### src/rtl/mprjram_arbiter.sv
// mprjram_arbiter: shares the user-project BRAM between the Wishbone slave
// port (management core) and the local FIR/DMA engine port. One access at a
// time, round-robin between the two requesters, each access holds the BRAM
// for DELAY cycles and then returns a one-cycle acknowledge to its owner.
module mprjram_arbiter #(
    parameter int DELAY = 10,
    parameter int AW    = 12
) (
    input  logic          wb_clk_i,
    input  logic          wb_rst_i,
    input  logic          wbs_cyc_i,
    input  logic          wbs_stb_i,
    input  logic          wbs_we_i,
    input  logic [3:0]    wbs_sel_i,
    input  logic [31:0]   wbs_adr_i,
    input  logic [31:0]   wbs_dat_i,
    output logic          wbs_ack_o,
    output logic [31:0]   wbs_dat_o,
    input  logic          eng_req,
    input  logic          eng_we,
    input  logic [AW-1:0] eng_addr,
    input  logic [31:0]   eng_wdata,
    output logic          eng_ack,
    output logic [31:0]   eng_rdata,
    output logic          ram_en,
    output logic [3:0]    ram_we,
    output logic [AW-1:0] ram_addr,
    output logic [31:0]   ram_wdata,
    input  logic [31:0]   ram_rdata
);

    typedef enum logic [1:0] {
        IDLE   = 2'd0,
        ACCESS = 2'd1,
        RESP   = 2'd2
    } state_t;

    // Requester identity used for grant and priority tracking.
    localparam logic SEL_WB  = 1'b0;
    localparam logic SEL_ENG = 1'b1;

    state_t        state_q, state_d;
    logic          prio_q, prio_d;       // preferred requester on a tie
    logic          gnt_q, gnt_d;         // owner of the access in flight
    logic          we_q, we_d;           // access in flight is a write
    logic          abort_q, abort_d;     // Wishbone cycle dropped mid-access
    logic [3:0]    cnt_q, cnt_d;         // remaining ACCESS cycles minus one
    logic          ram_en_q, ram_en_d;
    logic [3:0]    ram_we_q, ram_we_d;
    logic [AW-1:0] ram_addr_q, ram_addr_d;
    logic [31:0]   ram_wdata_q, ram_wdata_d;
    logic          wbs_ack_q, wbs_ack_d;
    logic          eng_ack_q, eng_ack_d;
    logic [31:0]   wbs_dat_q, wbs_dat_d;
    logic [31:0]   eng_rdata_q, eng_rdata_d;

    logic          wb_valid;
    logic          grant_eng;
    logic          unused_adr_bits;

    // Only the 0x38xx_xxxx window belongs to this BRAM; the offset above the
    // word address is dropped so accesses wrap inside the array.
    assign wb_valid  = wbs_cyc_i & wbs_stb_i & (wbs_adr_i[31:24] == 8'h38);
    assign grant_eng = eng_req & (~wb_valid | (prio_q == SEL_ENG));
    assign unused_adr_bits = ^{wbs_adr_i[23:AW+2], wbs_adr_i[1:0]};

    // Next-state and registered-output computation for the access sequencer.
    always_comb begin
        state_d     = state_q;
        prio_d      = prio_q;
        gnt_d       = gnt_q;
        we_d        = we_q;
        abort_d     = abort_q;
        cnt_d       = cnt_q;
        ram_en_d    = 1'b0;
        ram_we_d    = 4'h0;
        ram_addr_d  = ram_addr_q;
        ram_wdata_d = ram_wdata_q;
        wbs_ack_d   = 1'b0;
        eng_ack_d   = 1'b0;
        wbs_dat_d   = wbs_dat_q;
        eng_rdata_d = eng_rdata_q;

        case (state_q)
            IDLE: begin
                if (wb_valid || eng_req) begin
                    state_d  = ACCESS;
                    gnt_d    = grant_eng ? SEL_ENG : SEL_WB;
                    prio_d   = grant_eng ? SEL_WB : SEL_ENG;
                    abort_d  = 1'b0;
                    cnt_d    = 4'(DELAY - 1);
                    ram_en_d = 1'b1;
                    if (grant_eng) begin
                        we_d        = eng_we;
                        ram_we_d    = eng_we ? 4'hF : 4'h0;
                        ram_addr_d  = eng_addr;
                        ram_wdata_d = eng_wdata;
                    end else begin
                        we_d        = wbs_we_i;
                        ram_we_d    = wbs_we_i ? wbs_sel_i : 4'h0;
                        ram_addr_d  = wbs_adr_i[AW+1:2];
                        ram_wdata_d = wbs_dat_i;
                    end
                end
            end

            ACCESS: begin
                // A dropped Wishbone cycle lets the BRAM access finish but
                // suppresses the acknowledge; the engine never aborts.
                abort_d = abort_q | ((gnt_q == SEL_WB) & ~wbs_cyc_i);
                if (cnt_q == 4'd0) begin
                    state_d = RESP;
                    if (gnt_q == SEL_ENG) begin
                        eng_ack_d = 1'b1;
                        if (!we_q) eng_rdata_d = ram_rdata;
                    end else begin
                        wbs_ack_d = ~abort_d;
                        if (!we_q) wbs_dat_d = ram_rdata;
                    end
                end else begin
                    cnt_d    = cnt_q - 4'd1;
                    ram_en_d = 1'b1;
                end
            end

            RESP: begin
                state_d = IDLE;
            end

            default: begin
                state_d = IDLE;
            end
        endcase
    end

    // State and output registers, synchronous active-high reset.
    always_ff @(posedge wb_clk_i) begin
        if (wb_rst_i) begin
            state_q     <= IDLE;
            prio_q      <= SEL_WB;
            gnt_q       <= SEL_WB;
            we_q        <= 1'b0;
            abort_q     <= 1'b0;
            cnt_q       <= 4'd0;
            ram_en_q    <= 1'b0;
            ram_we_q    <= 4'h0;
            ram_addr_q  <= '0;
            ram_wdata_q <= 32'h0;
            wbs_ack_q   <= 1'b0;
            eng_ack_q   <= 1'b0;
            wbs_dat_q   <= 32'h0;
            eng_rdata_q <= 32'h0;
        end else begin
            state_q     <= state_d;
            prio_q      <= prio_d;
            gnt_q       <= gnt_d;
            we_q        <= we_d;
            abort_q     <= abort_d;
            cnt_q       <= cnt_d;
            ram_en_q    <= ram_en_d;
            ram_we_q    <= ram_we_d;
            ram_addr_q  <= ram_addr_d;
            ram_wdata_q <= ram_wdata_d;
            wbs_ack_q   <= wbs_ack_d;
            eng_ack_q   <= eng_ack_d;
            wbs_dat_q   <= wbs_dat_d;
            eng_rdata_q <= eng_rdata_d;
        end
    end

    assign wbs_ack_o = wbs_ack_q;
    assign wbs_dat_o = wbs_dat_q;
    assign eng_ack   = eng_ack_q;
    assign eng_rdata = eng_rdata_q;
    assign ram_en    = ram_en_q;
    assign ram_we    = ram_we_q;
    assign ram_addr  = ram_addr_q;
    assign ram_wdata = ram_wdata_q;

endmodule

### config.mk
export PLATFORM = sky130hd
export DESIGN_NAME = mprjram_arbiter
export DESIGN_NICKNAME = d
export VERILOG_FILES = /design/src/rtl/mprjram_arbiter.sv
export SDC_FILE = /design/constraint.sdc
export NUM_CORES = 1
export LEC_CHECK = 0
export ABC_CLOCK_PERIOD_IN_PS = 2800
export CORE_MARGIN = 2
export CORE_UTILIZATION = 39
export DETAILED_ROUTE_END_ITERATION = 8
export PLACE_DENSITY = 0.81
export SYNTH_ARGS = -nofsm -noshare
export SYNTH_HDL_FRONTEND = slang
export SYNTH_SLANG_ARGS = --single-unit
### constraint.sdc
create_clock -name wb_clk_i -period 2.8 [get_ports wb_clk_i]
set_clock_uncertainty 0.1 [all_clocks]
set_input_delay 0.28 -clock wb_clk_i [delete_from_list [all_inputs] [get_ports wb_clk_i]]
set_output_delay 0.28 -clock wb_clk_i [all_outputs]
set_load 0.03 [all_outputs]
After elaboration in Yosys (flattened, before gate mapping)
Index checks and enable logic that the tools add are counted.
{"block": "word_totals", "in_bits": 151, "out_inout_bits": 115, "elab_cells": 68, "ram_bits": 0, "regBits": 125, "latch_bits": 0, "n_memories": 0, "rom_bits": 0}
{"block": "op_classes", "multipliers": 0, "order_cmp": 0, "n_div": 0, "add_sub_neg": 1, "mux": 20, "eq_ne": 5, "shifts": 0, "bitwise_logic": 15, "reduce_logical": 13}
{"cell": "two-way mux 32 bit", "n": 1}
{"cell": "two-way mux 4 bit", "n": 5}
{"cell": "two-way mux 12 bit", "n": 1}
{"cell": "NOT 1 bit", "n": 9}
{"cell": "== test 8 x 6 -> 1 bit, second input constant", "n": 1}
{"cell": "case mux 4 bit (2 select lines)", "n": 1}
{"cell": "AND reduction 4 bit", "n": 2}
{"cell": "two-way mux 1 bit", "n": 7}
{"cell": "!= test 2 bit, second input constant", "n": 3}
{"cell": "AND reduction 2 bit", "n": 3}
{"cell": "OR reduction 3 bit", "n": 2}
{"cell": "AND 1 bit", "n": 4}
{"cell": "zero test 4 bit", "n": 1}
{"cell": "two-way mux 2 bit", "n": 2}
{"cell": "case mux 1 bit (2 select lines)", "n": 2}
{"cell": "case mux 2 bit (2 select lines)", "n": 1}
{"cell": "OR reduction 4 bit", "n": 1}
{"cell": "subtractor 4 x 1 -> 4 bit, second input constant", "n": 1}
{"cell": "AND reduction 3 bit", "n": 1}
{"cell": "== test 2 x 1 -> 1 bit, second input constant", "n": 1}
{"cell": "zero test 2 bit", "n": 1}
{"cell": "OR 1 bit", "n": 2}
{"cell": "nonzero test 2 bit", "n": 1}
{"cell": "logical OR 1 bit", "n": 1}

Logic depth before layout (Yosys ltp)
Gate-level depths: netlist of the first run.
{"block": "depth", "depth_word": 6, "mapped_depth": 9, "depth_no_buf": 6}

Least setup slack after synthesis of the first run
No wires, ideal clock.
{"block": "synth_path", "kind": "flip-flop to flip-flop", "start": "reg cnt_q[0]", "end": "reg eng_rdata_q[10], in the netlist eng_rdata[10]", "path_buffers": 3, "path_slack_ns": 0.705, "path_stages_with_launch": 10, "t_arrival_ns": 1.863, "setup_ns": 0.132, "synth_period_minus_slack_ns": 2.095, "required_ns": 2.568, "path_cell_list": "dfxtp_1 inv_1 ha_1 or3b_1 buf_2 or4_1 buf_6 buf_6 nand2_1 a21oi_1"}
{"block": "synth_between", "elab_chain_cells": 2}
{"item": "start: declaration", "line_no": "47", "text": "logic [3:0] cnt_q, cnt_d;"}
{"item": "start signal: assignment", "line_no": "159", "text": "cnt_q <= cnt_d;"}
{"item": "zero test 4 bit", "line_no": "111", "text": "if (cnt_q == 4'd0) begin"}
{"item": "AND reduction 4 bit (no line)"}
{"item": "end signal: assignment", "line_no": "167", "text": "eng_rdata_q <= eng_rdata_d;"}
{"item": "end: declaration", "line_no": "55", "text": "logic [31:0] eng_rdata_q, eng_rdata_d;"}
No other way between the ends.
A chain may end at the register's enable or synchronous reset.

Final worst setup path of the first run
{"block": "layout_path", "start": "reg cnt_q[0]", "end": "reg eng_rdata_q[23], in the netlist eng_rdata[23]"}
Same word-level chain as after synthesis.

==> flow_summary.toml, run 1 <==
[status]
status = "finished, final reports clean"

[detailed_routing]
drc = 0
wl_met2_um = 8220
via_count = 5180
postRouteAntennaNets = 0
post_drt_wl_per_cell_um = 17.0
drtPass1Iterations = 5
viasPerCell = 5.36
drt_first_iter_violations = 387
wirelength_um = 16500
highest_layer = "met4"
route.met3.wl_um = 1380
wl_met1_um = 6510

[power]
leakagePower_nw = 2.82
vdd_ir_drop_max_mv = 0.337
power_density_mw_per_mm2 = 638

[hold_path]
hp-class = "input pin to flip-flop"

[setup_path]
critical_path_required_ns = 2.96
arrival_ns = 2.57
start_kind = "flip-flop"
path_max_fanout = 31
path_delay_family = "simple AND/OR/NAND/NOR gates"
crit_chain = "inv_1, ha_1, or3b_1, or4_1, buf_4, nand2_1, a21oi_1"
crit_slowest_cell = "or4_1"
path_class = "flip-flop to flip-flop"
end_kind = "flip-flop"
critical_path_buf_inv_count = 2
cpPeakStageDelay_ns = 0.57

[floorplanning]
die-width_um = 116
die_h_um = 116
row_count = 40
placeableCoreArea_sq_mm = 0.0121
start_util_pct = 40.1
die_area_sq_mm = 0.0134
num_io_pins = 266

[placed_design]
numPlacedInstances = 935
portBuffers = 253
post-dp-hpwl_um = 11300
place.gp.congestion = 0.788
pre_cts_ws_ns = 0.408

[layout]
drive_gt1_share_pct = 6.76
area_delta_synth_final_pct = 66.8
n_antenna_cell = 0
layout.cells.non_filler = 967
multi_input_area_sq_mm = 0.00209
nFillCells = 965
nets = 939
final-seq-area_sq_mm = 0.00250
fin_util_pct = 66.9

[clock_network]
cts_buffers = 17
cts_num_sinks = 125
cts_buffer_depth = 2
clk_transition_reported_paths_ns = 0.06
holdBufCountCts = 0
postCtsResizedCells = 0
ctsHtreeMaxLevel = 4
postCtsSetupRepairBufs = 0
clk_latency_ns = 0.40
cts_root_buffer = "clkbuf_16"
cts_tree = "done"

[synth]
synth_area_sq_mm = 0.00486
synth_area_per_cell_sq_um = 8.84
synth_top_area_share_pct = 51.5
synth.most_common_cell = "nand2_1"
ys_top_cells_by_count = "129 x nand2_1, 125 x dfxtp_1, 92 x a21oi_1"
synth_warnings = 0
syn-num-nets = 703
netlist_instances = 550
synthArstFlopShare_pct = 0
ys.flop_type = "dfxtp_1"
synth_seq_area_share_pct = 51.5
synth_cell_type_count = 39
yosysTopAreaCell = "dfxtp_1"
ys_ff_latch = 125
synth-edff-count = 0
synthTopCellsByArea = "dfxtp_1 51%, nand2_1 10%, a21oi_1 9.5%"

[timing]
setup_ws_ns = 0.391
worst_pin_slew_ns = 0.572
fin_crit_ns = 2.41
rsz0062_at_grt = "no"
max_clock_freq_mhz = 415
period_share_pct = 86.0
max_slew_margin_pct = 61.8
tns_ns = 0
setup_viol = 0
final_max_slew_viol_count = 0
holdWs_ns = 0.332
hold_viol_final = 0

[global_route]
grt_overflow = 0
grt_pass1_wl_um = 25200
gr-usage-all-layers_pct = 24.1
grt_max_degree = 55
antenna_found_initial = 0
grt_pass1_vias = 5129

[job]
drv_cap = 0
worst register-to-register path: cells and delay by family, from the launching register on:
kind                     cells  cell delay, ns
adder cells (fa/ha/maj)      1            0.18
flip-flops                   1            0.31
AND/OR/NAND/NOR              3            1.20
buffers and inverters        2            0.40
AO/OA/AOI/OAI                1            0.08
through the flow:
stage	total power [mW]	cell area, sq um
after global routing	5.36	8110
after floorplan	2.43	4860
after CTS	5.22	8110
after detailed placement	2.87	7470
final	5.17	8110
after global placement	2.85	7470
logic make-up (layout without fill, tap and decap cells):
family | Yosys count | in the layout | synth area share (%)
AO/OA/AOI/OAI | 156 | 156 | 20.2
AND/OR/NAND/NOR | 211 | 211 | 21.6
adder cells (fa/ha/maj) | 2 | 2 | 0.515
flip-flops | 125 | 125 | 51.5
buffers and inverters | 56 | 305 | 6.18
routing by layer:
metal | track usage (%) | vias up
met4 | 9.44 | 0
met3 | 8.05 | 30
met2 | 42.2 | 262
li1 | - | 2438
met1 | 27.2 | 2450
met5 | 0 | -
where the power goes:
part           internal (mW)  leakage (nW)  switching [mW]
sequential              1.88          1.02          0.0613
clock                   1.50         0.297           0.830
combinational          0.430          1.50           0.473
total                   3.81          2.82            1.36
layout by cell type (no fill, tap or decap), types with 17 or more instances in the layout:
| cell type | Yosys | layout |
|---|---|---|
| clkdlybuf4s50_1 | 0 | 252 |
| dfxtp_1 | 125 | 125 |
| buf_4 | 1 | 17 |
| nor4b_1 | 21 | 21 |
| nand2_1 | 129 | 129 |
| nand3_1 | 23 | 23 |
| clkbuf_16 | 0 | 17 |
| a21oi_1 | 92 | 92 |
| a221o_1 | 21 | 21 |
| a22oi_1 | 24 | 24 |
sequential cells by signal (all words and copies together) (netlist names):
name and count:
eng_rdata 32, ram_wdata 32, wbs_dat_o 32, ram_addr 12, cnt_q 4, ram_we 4, state_q 2, abort_q 1
eng_ack 1, gnt_q 1, prio_q 1, ram_en 1, wbs_ack_o 1, we_q 1
final timing paths:
kind / from / to / slack [ns] / depth (start not counted)
max: cnt_q[0] / eng_rdata[23] / 0.39 / 7
min: eng_addr[11] / ram_addr[11] / 0.33 / 3
max reg2reg: cnt_q[0] / eng_rdata[23] / 0.39 / 7
min reg2reg: wbs_dat_o[4] / wbs_dat_o[4] / 0.35 / 2
area by class of cell:
class	instances	area share (%)
clock buffer	17	5.25
tap	168	2.59
multi-input combinational	369	25.8
clock inverter	15	2.61
timing repair buffer	269	32.7
inverter	4	0.185
sequential	125	30.9
Power figures use the tool's default switching activity.
==> run 2, diff against run 1 <==
--- a/config.mk
+++ b/config.mk
@@ -6,7 +6,7 @@
 export NUM_CORES = 1
 export LEC_CHECK = 0
 export ABC_CLOCK_PERIOD_IN_PS = 2800
-export CORE_MARGIN = 2
+export CORE_ASPECT_RATIO = 0.75
 export CORE_UTILIZATION = 39
 export DETAILED_ROUTE_END_ITERATION = 8
 export PLACE_DENSITY = 0.81
==> run 2 against run 1 <==
  * Combinational power about the same
  * Flip-flop and latch count unchanged
  * Sequential share of layout area up 0.067 points
  * Via count down 1.6%
  * First-iteration DRC count down 27%
  * Hold slack worse by 0.068 ns
  * Clock power about the same
  * Global-route usage up 1.3 points
  * Register-to-register slack better by 0.11 ns
  * Final cell count down 0.62%
  * Critical endpoint is now wbs_dat_o[22]
==> flow_summary.toml, run 2 (synthesized netlist as in run 1, its figures left out) <==
[status]
status = "finished, final reports clean"

[clock_network]
cts_tree = "done"
cts_num_sinks = 125
postCtsSetupRepairBufs = 0
clk_transition_reported_paths_ns = 0.05
cts_buffers = 17
cts_root_buffer = "clkbuf_16"
ctsHtreeMaxLevel = 4
cts_buffer_depth = 2
clk_latency_ns = 0.40
postCtsResizedCells = 0
holdBufCountCts = 0

[detailed_routing]
drt_first_iter_violations = 281
drtPass1Iterations = 5
via_count = 5099
wirelength_um = 16200
viasPerCell = 5.31
post_drt_wl_per_cell_um = 16.9
postRouteAntennaNets = 0
drc = 0

[global_route]
grt_max_degree = 54
grt_pass1_vias = 5133
grt_overflow = 0
grt_pass1_wl_um = 25400
gr-usage-all-layers_pct = 25.4
antenna_found_initial = 0

[power]
vdd_ir_drop_max_mv = 0.381
leakagePower_nw = 2.82
switching_share_pct = 26.4
internal_power_mw = 3.79
p_sw_mw = 1.36
p_seq_share_pct = 37.7
power_mw = 5.15
comb_power_share_pct = 17.5
power_density_mw_per_mm2 = 636
pwr-share-clk_pct = 44.8

[timing]
fin_crit_ns = 2.30
worst_pin_slew_ns = 0.573
max_slew_margin_pct = 61.7
period_share_pct = 82.2
final_max_slew_viol_count = 0
hold_viol_final = 0
rsz0062_at_grt = "no"
max_clock_freq_mhz = 434
setup_viol = 0
tns_ns = 0

[setup_path]
arrival_ns = 2.45
start_kind = "flip-flop"
path_class = "flip-flop to flip-flop"
end_kind = "flip-flop"
path_max_fanout = 32
critical_path_required_ns = 2.95

[layout]
nets = 939
area_delta_synth_final_pct = 66.5
mostFrequentLayoutCell = "clkdlybuf4s50_1"
drive_gt1_share_pct = 6.76
n_antenna_cell = 0
final_cell_mix = "252 x clkdlybuf4s50_1, 129 x nand2_1, 125 x dfxtp_1"

[job]
drv_cap = 0

[floorplanning]
die_area_sq_mm = 0.0129
row_count = 34
start_util_pct = 40.9
die-width_um = 131
die_h_um = 98.7
placeableCoreArea_sq_mm = 0.0119
num_io_pins = 266

[placed_design]
place.gp.congestion = 0.767
post-dp-hpwl_um = 11300
portBuffers = 253

[hold_path]
hp-class = "input pin to flip-flop"
## run 2: cell types whose count changed in the layout (fill, tap and decap cells not counted)
cell / delta
bufinv_16: -1
clkinv_2: +1
inv_6: -1
clkbuf_8: +3
clkinv_4: -2
## run 2: layout make-up
type	count	area, sq um
clock buffers	20	467
clock inverters	12	160
fillers	901	3780
inverters	4	15.0
multi-input cells	369	2090
flip-flops and latches	125	2500
well taps	162	203
repair buffers	269	2650
## run 2: critical path, stage by stage, from the launching register on
cell and delay [ns]:
dfxtp_1 0.31, inv_1 0.12, ha_1 0.17, or3b_1 0.50, or4_1 0.51, buf_4 0.27
nand2_1 0.11, a21oi_1 0.07
## run 2: power by group through the flow
stage | registers (mW) | clock network, mW | logic [mW]
floorplan | 2.14 | 0 | 0.290
finish | 1.94 | 2.30 | 0.902
global route | 1.95 | 2.44 | 0.959
CTS | 1.94 | 2.35 | 0.902
global placement | 1.97 | 0 | 0.873
detailed placement | 1.98 | 0 | 0.898
## run 2: per-stage QoR
stage                     cells  hold slack (ns)  utilization, %  area (sq um)  setup slack (ns)
after floorplan             550            0.316               -          4860             0.705
after global placement      929            0.342            62.9          7460             0.313
after detailed placement    929            0.346            62.9          7460             0.234
after CTS                   961            0.245            68.2          8090             0.500
after global routing        961            0.289            68.2          8090             0.374
final                       961            0.264            68.2          8090             0.498
## run 2: per-layer routing
metal  vias to the layer above  share of wire (%)  track usage (%)
li1                       2432                  -                -
met1                      2434                 42             30.1
met2                       206                 49             42.2
met3                        27                7.6             8.31
met4                         0                2.1             10.4
met5                         -                  0                0
## run 2: path summary, 6_finish.rpt
check / slack (ns) / from / end / depth (start not counted)
worst min-delay path: 0.26 / wb_rst_i / abort_q / 2
worst min register to register: 0.35 / wbs_dat_o[8] / wbs_dat_o[8] / 2
worst max register to register: 0.50 / cnt_q[0] / wbs_dat_o[22] / 7
worst max-delay path: 0.50 / cnt_q[0] / wbs_dat_o[22] / 7
